`config.mk`:
```
export PLATFORM = sky130hd
export DESIGN_NAME = ym_phase_slot_sched
export DESIGN_NICKNAME = d
export VERILOG_FILES = /design/src/rtl/ym_phase_slot_sched.sv
export SDC_FILE = /design/constraint.sdc
export NUM_CORES = 1
export LEC_CHECK = 0
export ABC_AREA = 1
export BUFFER_PORTS_ARGS = -buffer_cell sky130_fd_sc_hd__buf_4
export CORE_ASPECT_RATIO = 1.4
export CORE_MARGIN = 2
export CORE_UTILIZATION = 30
export CTS_CLUSTER_DIAMETER = 100
export DETAILED_ROUTE_END_ITERATION = 6
export HOLD_SLACK_MARGIN = 0.1
export PLACE_DENSITY_LB_ADDON = 0.12
export SLEW_MARGIN = 20
export SYNTH_ARGS = -nofsm -noshare
export SYNTH_HDL_FRONTEND = slang
export SYNTH_SLANG_ARGS = --single-unit
export TNS_END_PERCENT = 30
```
`constraint.sdc`:
```
create_clock -name MCLK -period 2.19 [get_ports MCLK]
set_clock_uncertainty 0.05 [all_clocks]
set_input_delay 0.3285 -clock MCLK [delete_from_list [all_inputs] [get_ports MCLK]]
set_output_delay 0.3285 -clock MCLK [all_outputs]
set_load 0.02 [all_outputs]
```
`src/rtl/ym_phase_slot_sched.sv`:
```
`default_nettype none
// ============================================================================
// Module   : ym_phase_slot_sched
// Purpose  : Timing master for the YM-style datapath.
//            - Divides MCLK into non-overlapping one-MCLK c1/c2 phase enables
//              (chip cycle = 2*DIV MCLK, c1 at pc==0, c2 at pc==DIV).
//            - Runs the operator slot counter (0..SLOTS-1) and frame sync.
//            - Holds one host register write and commits it as a single
//              reg_we pulse in the cycle after the c1 of slot WR_SLOT.
// Ports    : MCLK, rst_n (async, active-low)
//            c1, c2, slot, sync, frame          timing outputs
//            cpu_wr, cpu_addr, cpu_data         host write request
//            busy, ovf                          host status
//            reg_we, reg_addr, reg_data         register-file commit
//            halt (only with YM_SCHED_HALT_EN)  freezes phase/slot counting
// Option   : `define YM_SCHED_HALT_EN adds the halt input. Without it the
//            block behaves as if halt were tied low.
// Revision : 1.0 - initial release
// ============================================================================
module ym_phase_slot_sched #(
  parameter int DIV     = 3,
  parameter int SLOTS   = 18,
  parameter int SLOT_W  = 5,
  parameter int WR_SLOT = 0,
  parameter int ADDR_W  = 9
) (
  input  logic              MCLK,
  input  logic              rst_n,
`ifdef YM_SCHED_HALT_EN
  input  logic              halt,
`endif
  output logic              c1,
  output logic              c2,
  output logic [SLOT_W-1:0] slot,
  output logic              sync,
  output logic              frame,
  input  logic              cpu_wr,
  input  logic [ADDR_W-1:0] cpu_addr,
  input  logic [7:0]        cpu_data,
  output logic              busy,
  output logic              ovf,
  output logic              reg_we,
  output logic [ADDR_W-1:0] reg_addr,
  output logic [7:0]        reg_data
);

  localparam int              PC_W      = $clog2(2 * DIV);
  localparam logic [PC_W-1:0] PC_MAX    = PC_W'(2 * DIV - 1);
  localparam logic [PC_W-1:0] PC_C2     = PC_W'(DIV);
  localparam logic [SLOT_W-1:0] SLOT_LAST = SLOT_W'(SLOTS - 1);
  localparam logic [SLOT_W-1:0] SLOT_WR   = SLOT_W'(WR_SLOT);

  typedef enum logic [1:0] {
    IDLE   = 2'd0,
    PEND   = 2'd1,
    COMMIT = 2'd2
  } state_t;

  logic              halt_active;
  logic              run_q,   run_d;
  logic [PC_W-1:0]   pc_q,    pc_d;
  logic [SLOT_W-1:0] slot_q,  slot_d;
  state_t            state_q, state_d;
  logic              ovf_q,   ovf_d;
  logic [ADDR_W-1:0] addr_q,  addr_d;
  logic [7:0]        data_q,  data_d;

`ifdef YM_SCHED_HALT_EN
  assign halt_active = halt;
`else
  assign halt_active = 1'b0;
`endif

  // Phase counter and slot counter. run only comes up on the first edge after
  // reset release, so the first c1 lands in the cycle right after that edge.
  always_comb begin
    run_d  = 1'b1;
    pc_d   = pc_q;
    slot_d = slot_q;
    c1     = run_q & ~halt_active & (pc_q == '0);
    c2     = run_q & ~halt_active & (pc_q == PC_C2);
    sync   = (slot_q == SLOT_LAST);
    frame  = c2 & sync;
    if (run_q && !halt_active) begin
      pc_d = (pc_q == PC_MAX) ? '0 : pc_q + PC_W'(1);
    end
    // Slot advances on the edge that ends a c2 cycle; halt masks c2, so the
    // slot freezes along with pc.
    if (c2) begin
      slot_d = (slot_q == SLOT_LAST) ? '0 : slot_q + SLOT_W'(1);
    end
  end

  // Write scheduler. A write arriving in the commit-slot c1 cycle itself is
  // still in IDLE then, so it naturally waits a full frame for the next one.
  always_comb begin
    state_d = state_q;
    addr_d  = addr_q;
    data_d  = data_q;
    busy    = (state_q != IDLE);
    reg_we  = (state_q == COMMIT);
    ovf_d   = ovf_q | (cpu_wr & busy);
    case (state_q)
      IDLE: begin
        if (cpu_wr) begin
          addr_d  = cpu_addr;
          data_d  = cpu_data;
          state_d = PEND;
        end
      end
      PEND: begin
        if (c1 && (slot_q == SLOT_WR)) begin
          state_d = COMMIT;
        end
      end
      COMMIT:  state_d = IDLE;
      default: state_d = IDLE;
    endcase
  end

  always_ff @(posedge MCLK or negedge rst_n) begin
    if (!rst_n) begin
      run_q   <= 1'b0;
      pc_q    <= '0;
      slot_q  <= '0;
      state_q <= IDLE;
      ovf_q   <= 1'b0;
      addr_q  <= '0;
      data_q  <= '0;
    end else begin
      run_q   <= run_d;
      pc_q    <= pc_d;
      slot_q  <= slot_d;
      state_q <= state_d;
      ovf_q   <= ovf_d;
      addr_q  <= addr_d;
      data_q  <= data_d;
    end
  end

  assign slot     = slot_q;
  assign ovf      = ovf_q;
  assign reg_addr = addr_q;
  assign reg_data = data_q;

endmodule
`default_nettype wire

```
==> results of run 1 <==
[metrics by stage]
stage          instances  cell area, µm²  power (mW)  utilization (%)  hold slack (ps)
3_5_place_dp         257            1720        2.02             40.5              229
2_1_floorplan        154            1320        1.57                -            -17.1
3_3_place_gp         257            1720        1.99             40.5              222
5_1_grt              265            1810        2.65             42.8              232
4_1_cts              265            1810        2.48             42.8              220
6_report             265            1810        2.43             42.8              231
[cells in the mapped netlist (2+ instances only)]
master	count
nand2_1	53
inv_1	16
inv_2	2
xor2_1	2
dfrtp_1	29
nand3_1	23
o21ai_0	4
buf_2	2
nor2_1	9
ha_1	4
[area by class of cell]
type	instances	area [µm²]
multi-input combinational	102	489
sequential	29	726
timing repair buffer	49	370
tap	60	75.1
inverter	18	67.6
clock buffer	7	86.3
fill	437	2420
[logic make-up after synthesis]
group                    count (synthesis)  share of synthesized area [%]
XOR/XNOR                                 2                           1.33
buffers and inverters                   23                           7.70
other                                    1                          0.285
AND/OR/NAND/NOR                         88                           28.7
adder cells (fa/ha/maj)                  4                           3.80
flip-flops                              29                           55.1
AO/OA/AOI/OAI                            7                           3.04
[state kept, by name (all words and copies together) (netlist names)]
| register | flops |
|---|---|
| state_q | 2 |
| reg_data | 8 |
| ovf | 1 |
| run_q | 1 |
| pc_q | 3 |
| slot | 5 |
| reg_addr | 9 |
[worst max path at each step]
stage                     startpoint     to  slack (ps)  cells past startpoint
after global placement       pc_q[0]  frame         640                      8
after detailed placement     pc_q[0]  frame         600                      8
final                        pc_q[0]  frame         300                      8
after floorplan              pc_q[0]  frame         720                      7
after global routing         pc_q[0]  frame         120                      8
after CTS                    pc_q[0]  frame         280                      8
[where the power goes]
| part | switching [mW] | internal (mW) |
|---|---|---|
| logic | 0.640 | 0.433 |
| registers | 0.165 | 0.754 |
| clock network | 0.189 | 0.249 |
[layer usage]
metal  vias to the layer above  wire (µm)  global-route usage, %
met2                        40       1440                   21.7
met1                       528       1220                   15.4
li1                        577          -                      -
met4                         0         64                   6.67
met5                         -          0                      0
met3                         8        191                   4.21
[worst register-to-register path, cell delays in order, from the launching register on]
cell     delay, ps
dfrtp_1        420
nand2_1         90
inv_1           60
ha_1           150
nand2_1         80
nor2_1         190
nand3_1        110
nand2_1         80
nor2_1          40
[repair_timing]
action,in CTS,in global routing
setup buffers,0,0
endpoints found under the hold margin,29,0
hold buffers,1,0
==> flow_summary.yaml, run 1 <==
run_status:
  outcome: "complete, no violations"
critical_path:
  r2r-end: "slot[4]"
  cp_max_fo: 6
  max_stage_delay_ps: 430
  cpMaxStageDelayCell: "dfrtp_1"
  path_delay_family: "flip-flops"
  path_cells: "nand2_1 > inv_1 > ha_1 > nand2_1 > inv_2 > nand3_1 > inv_2 > buf_4"
  path_class: "flop to output pin"
  r2r_start: "pc_q[0]"
  cp.required_ps: 1810
  start_kind: "flop"
  rrSetupSlack_ps: 810
  cp.arrival_ps: 1510
  reg2reg_depth: 8
  cp.buffers_inverters: 4
  cp-end-kind: "output pin"
cells_and_area:
  most-common-layout-cells: "53 x nand2_1, 48 x buf_4, 29 x dfrtp_1, 23 x nand3_1, 16 x inv_1"
  num_antenna_cells: 0
  mostFrequentLayoutCell: "nand2_1"
  layout-drive-gt1-share_pct: 28.3
  nets: 229
  area_growth_pct: 37.8
clocking:
  cts_tree: "done"
  clockRootBuffer: "clkbuf_8"
  cts_made_buffers: 5
  clkSinkCount: 29
  htree_levels: 2
  cts_resized: 0
  cts_buffer_depth: 2
  worstSkewPairLatency_ps: 280
  path_clk_slew_ps: 60
drt:
  dr.pass1.iters: 4
  drt_wl_total_um: 2920
  ant_nets: 0
  vias: 1153
  detail_route.wl_per_cell_um: 11.0
  drc: 0
  vias_per_cell: 4.35
  drtIter0Drc: 39
logic_synthesis:
  syn_area_um2: 1320
  synthArstFlopShare_pct: 100
  synth.distinct_cells: 20
  syn_inst: 154
  yosysTopAreaCell: "dfrtp_1"
  yosys_most_used_dff: "dfrtp_1"
  syn_area_per_cell_um2: 8.55
  synth_edf_count: 0
  synth_fp_nets: 178
  synth_seq_area_share_pct: 55.1
  yosysWarnings: 0
  synthDominantCellAreaShare_pct: 55.1
  ys_ff_latch: 29
  synth_area_leaders: "dfrtp_1 55%, nand2_1 15%, nand3_1 8.7%, inv_1 4.6%, ha_1 3.8%"
sta:
  worst_slack_ps: 305
  final.setup.tns_ps: 0
  finalSetupViolations: 0
  maxSlewViolCount: 0
  rsz0062_at_grt: "false"
  fin_crit_sh_pct: 86.1
  maxClockFrequency_mhz: 530
  finalHoldViolations: 0
  post-route-min-period_ps: 1890
global_routing:
  grt_max_degree: 30
  globalRouteOverflowTotal: 0
  grtUsageTotal_pct: 13.3
  grt_pass1_wl_um: 4800
  antenna_found_initial: 0
  grt_pass1_vias: 1088
place:
  dp_hpwl_um: 2180
  dpl_worst_slack_ps: 598
  gp_congestion: 0.808
  io_buffers: 48
run:
  cap_violations: 0
die:
  die_area_um2: 4940
  rows: 28
  core_um2: 4240
  num_io_pins: 49
  dieHeight_um: 82.4
  start_util_pct: 31.1
  fp.dieW_um: 60.0
pwr:
  ir_drop_mv: 0.508
  p_per_area_nw_per_um2: 1340
  p_leak_nw: 1.01
min_path:
  min_path_type: "primary input to flop"
  min_from: "cpu_data[2]"
  min_to: "reg_data[2]"
  hold_depth: 3
Power figures use the tool's default switching activity.
==> inputs of run 2 (changes only) <==
==> constraint.sdc (replaced) <==
create_clock -name MCLK -period 2.19 [get_ports MCLK]
set_clock_uncertainty 0.05 [all_clocks]
set_input_delay 0 -clock MCLK [delete_from_list [all_inputs] [get_ports MCLK]]
set_output_delay 0 -clock MCLK [all_outputs]
set_load 0.02 [all_outputs]
==> flow_summary.yaml, run 2 (synthesis gave the netlist of run 1 again) <==
run_status:
  outcome: "complete, no violations"
clocking:
  htree_levels: 2
  cts_made_buffers: 5
  path_clk_slew_ps: 60
  worstSkewPairLatency_ps: 270
  cts_tree: "done"
  clkSinkCount: 29
  cts_resized: 0
  clockRootBuffer: "clkbuf_8"
  post-cts-setup-buffer-count: 0
  cts_buffer_depth: 2
global_routing:
  grt_pass1_wl_um: 5390
  grtUsageMet2_pct: 26.7
  globalRouteOverflowTotal: 0
  top_usage_layer: "met2"
  grt_max_degree: 30
  grtUsageTotal_pct: 14.6
  grt_pass1_vias: 1325
  grt_use_met3_pct: 3.74
  grt_util_met1_pct: 15.4
  antenna_found_initial: 0
pwr:
  ir_drop_mv: 0.706
  p_leak_nw: 1.12
  p_per_area_nw_per_um2: 1160
  power.total_mw: 2.49
critical_path:
  cp_max_fo: 19
  r2r_start: "state_q[0]"
  path_class: "flop to flop"
  cp-end-kind: "flop"
  crit_path_start: "state_q[0]"
  cp.arrival_ps: 1890
  cp.required_ps: 2360
  start_kind: "flop"
cells_and_area:
  fillCellCount: 397
  layout-drive-gt1-share_pct: 24.3
  final_cells: 299
  largest_register_ff_count: 9
  multiInputGateArea_um2: 489
  mostFrequentLayoutCell: "nand2_1"
  num_antenna_cells: 0
  regArea_um2: 726
  area_growth_pct: 63.5
  nets: 264
  most-common-layout-cells: "53 x nand2_1, 48 x buf_4, 36 x dlygate4sd3_1, 29 x dfrtp_1, 23 x nand3_1"
sta:
  post-route-min-period_ps: 1730
  finalSetupViolations: 0
  final.setup.tns_ps: 0
  rsz0062_at_grt: "false"
  fin_crit_sh_pct: 78.8
  whs_ps: 134
  maxClockFrequency_mhz: 579
  maxSlewViolCount: 0
  finalHoldViolations: 0
die:
  core_um2: 4240
  start_util_pct: 31.1
  die_area_um2: 4940
  rows: 28
  dieHeight_um: 82.4
  fp.dieW_um: 60.0
  num_io_pins: 49
drt:
  dr.pass1.iters: 4
  drt_wl_total_um: 3380
  drtIter0Drc: 30
  detail_route.wl_per_cell_um: 11.3
  vias: 1328
  ant_nets: 0
  drc: 0
  vias_per_cell: 4.44
min_path:
  min_path_type: "primary input to async pin"
place:
  dp_hpwl_um: 2210
  dp.cells: 257
  gp_congestion: 0.780
  io_buffers: 48
run:
  cap_violations: 0
[run 2: cell count changes in the layout (fill, tap and decap cells not counted)]
| cell | change |
|---|---|
| clkinv_2 | +1 |
| clkbuf_8 | -1 |
| clkbuf_1 | -1 |
| dlygate4sd3_1 | +35 |
[run 2: report_power, final]
part / internal [mW] / total [mW] / switching [mW]
Combinational: 0.508 / 1.16 / 0.656
Sequential: 0.754 / 0.932 / 0.177
Clock: 0.208 / 0.395 / 0.187
[run 2: layout make-up]
| cell class | count | area share, % |
|---|---|---|
| Sequential cell | 29 | 33.7 |
| Clock inverter | 1 | 0.233 |
| Multi-Input combinational cell | 102 | 22.7 |
| Timing Repair Buffer | 84 | 33.5 |
| Inverter | 18 | 3.14 |
| Tap cell | 60 | 3.49 |
| Clock buffer | 5 | 3.20 |
[run 2: final timing paths]
path                       slack (ps)     endpoint  cells past startpoint
setup / recovery                  460  reg_data[0]                      4
hold / removal                    130      pc_q[2]                      2
setup reg to reg                  460  reg_data[0]                      4
hold reg to reg                   410          ovf                      1
max in group asynchronous        1680      slot[3]                      2
min in group MCLK                 410          ovf                      1
[run 2: per-layer routing]
metal | part of all wire [%] | wire (µm)
met4 | 0.86 | 29
met1 | 42 | 1420
met2 | 52 | 1750
met5 | 0 | 0
met3 | 5.3 | 180
[run 2: repair_timing]
| action | 4_1_cts | 5_1_grt |
|---|---|---|
| hold buffers | 36 | 0 |
| setup endpoints to repair | 0 | 0 |
| endpoints found under the hold margin | 47 | 0 |
[run 2: metrics by stage]
step / cell area (µm²) / setup slack, ps / utilization (%)
after floorplan: 1320 / 879 / -
after global placement: 1720 / 855 / 40.5
after detailed placement: 1720 / 810 / 40.5
after CTS: 2150 / 476 / 50.8
after global routing: 2150 / 332 / 50.8
final: 2150 / 464 / 50.8
[run 2: worst max-delay path, cell delays in order, from the launching register on]
cell           delay (ps)
dfrtp_1               420
nor2_4                400
nand3_1               130
dlygate4sd3_1         600
nand2_1                70
==> inputs of run 3 (changes only) <==
- clock period: 2.19 -> 1.7 ns (I/O delays scaled with it)
==> flow_summary.yaml, run 3 (synthesis gave the netlist of run 1 again) <==
sta:
  maxClockFrequency_mhz: 635
  post-route-min-period_ps: 1580
  finalHoldViolations: 0
  final.setup.tns_ps: 0
  worst_slack_ps: 124
  maxSlewViolCount: 0
  fin_crit_sh_pct: 92.7
  rsz0062_at_grt: "false"
  finalSetupViolations: 0
  whs_ps: 134
clocking:
  htree_levels: 2
  clockRootBuffer: "clkbuf_8"
  clkSinkCount: 29
  cts_tree: "done"
  path_clk_slew_ps: 60
  worstSkewPairLatency_ps: 270
  cts_made_buffers: 5
  cts_buffer_depth: 2
  cts_resized: 0
global_routing:
  grt_pass1_wl_um: 5350
  grt_max_degree: 30
  antenna_found_initial: 0
  globalRouteOverflowTotal: 0
  grtUsageTotal_pct: 14.4
  grt_pass1_vias: 1267
die:
  dieHeight_um: 82.4
  rows: 28
  fp.dieW_um: 60.0
  core_um2: 4240
  start_util_pct: 31.1
  num_io_pins: 49
  die_area_um2: 4940
critical_path:
  cp_max_fo: 10
  cp-end-kind: "flop"
  r2r-end: "reg_addr[4]"
  r2r_start: "state_q[0]"
  reg2reg_depth: 4
  rrSetupSlack_ps: 120
  start_kind: "flop"
  cp.required_ps: 1860
  path_class: "flop to flop"
  cp.arrival_ps: 1730
drt:
  vias_per_cell: 4.36
  detail_route.wl_per_cell_um: 11.2
  drc: 0
  vias: 1269
  ant_nets: 0
  dr.pass1.iters: 4
  drtIter0Drc: 46
  drt_wl_total_um: 3250
cells_and_area:
  mostFrequentLayoutCell: "nand2_1"
  most-common-layout-cells: "53 x nand2_1, 49 x buf_4, 29 x dfrtp_1, 26 x dlygate4sd3_1, 23 x nand3_1"
  design_area_um2: 2070
  nets: 255
  largest_register_ff_count: 9
  area_growth_pct: 57.4
  final_util_pct: 48.9
  num_antenna_cells: 0
  layout-drive-gt1-share_pct: 25.5
pwr:
  ir_drop_mv: 0.730
  p_leak_nw: 1.11
  p_per_area_nw_per_um2: 1550
place:
  dp_hpwl_um: 2140
  placed_area_um2: 1730
  gp_congestion: 0.785
  dpl_worst_slack_ps: 400
  io_buffers: 48
run:
  cap_violations: 0
min_path:
  min_path_type: "primary input to async pin"
run_status:
  outcome: "complete, no violations"
run 3: changes by cell type in the layout (fill, tap and decap cells not counted), sizes merged:
cell / delta
buf: +1
clkbuf: +2
dlygate4sd3: -10
clkinv: -1
run 3: routing by layer:
| metal | wire length [µm] | global-route usage, % | share of wire, % |
|---|---|---|---|
| met3 | 172 | 4.05 | 5.3 |
| met5 | 0 | 0 | 0 |
| met4 | 31 | 4.89 | 0.95 |
| met1 | 1300 | 15.6 | 40 |
| met2 | 1750 | 26.3 | 54 |
run 3: layout make-up:
| type | count | area, µm² |
|---|---|---|
| multi-input cells | 102 | 489 |
| clock buffers | 7 | 86.3 |
| flip-flops and latches | 29 | 726 |
| inverters | 18 | 67.6 |
| well taps | 60 | 75.1 |
| fillers | 397 | 2170 |
| repair buffers | 75 | 628 |
run 3: power by group:
| part | internal, mW | switching, mW |
|---|---|---|
| logic | 0.629 | 0.842 |
| registers | 0.972 | 0.218 |
| clock network | 0.320 | 0.226 |
| total | 1.92 | 1.29 |
run 3: worst max path at each step:
stage               startpoint          end  slack [ps]  cells past startpoint
finish              state_q[0]  reg_addr[4]         120                      4
global route           pc_q[0]        frame           8                      8
CTS                    pc_q[0]        frame         140                      8
detailed placement     pc_q[0]      slot[4]         400                      8
global placement       pc_q[0]      slot[4]         460                      8
floorplan              pc_q[0]      slot[2]         390                      8
run 3: timing repair:
action	4_1_cts	5_1_grt
endpoints found under the setup margin	0	0
hold buffers	26	0
setup buffers	0	0
hold endpoints to repair	47	0
run 3: metrics by stage:
| stage | power (mW) | instances |
|---|---|---|
| 2_1_floorplan | 2.02 | 154 |
| 3_3_place_gp | 2.58 | 258 |
| 3_5_place_dp | 2.61 | 258 |
| 4_1_cts | 3.25 | 291 |
| 5_1_grt | 3.48 | 291 |
| 6_report | 3.21 | 291 |
run 3: worst max-delay path: stages, from the launching register on:
cell and delay [ps]:
dfrtp_1 420, nor2_4 280, nand3_1 120, dlygate4sd3_1 580, nand2_1 70
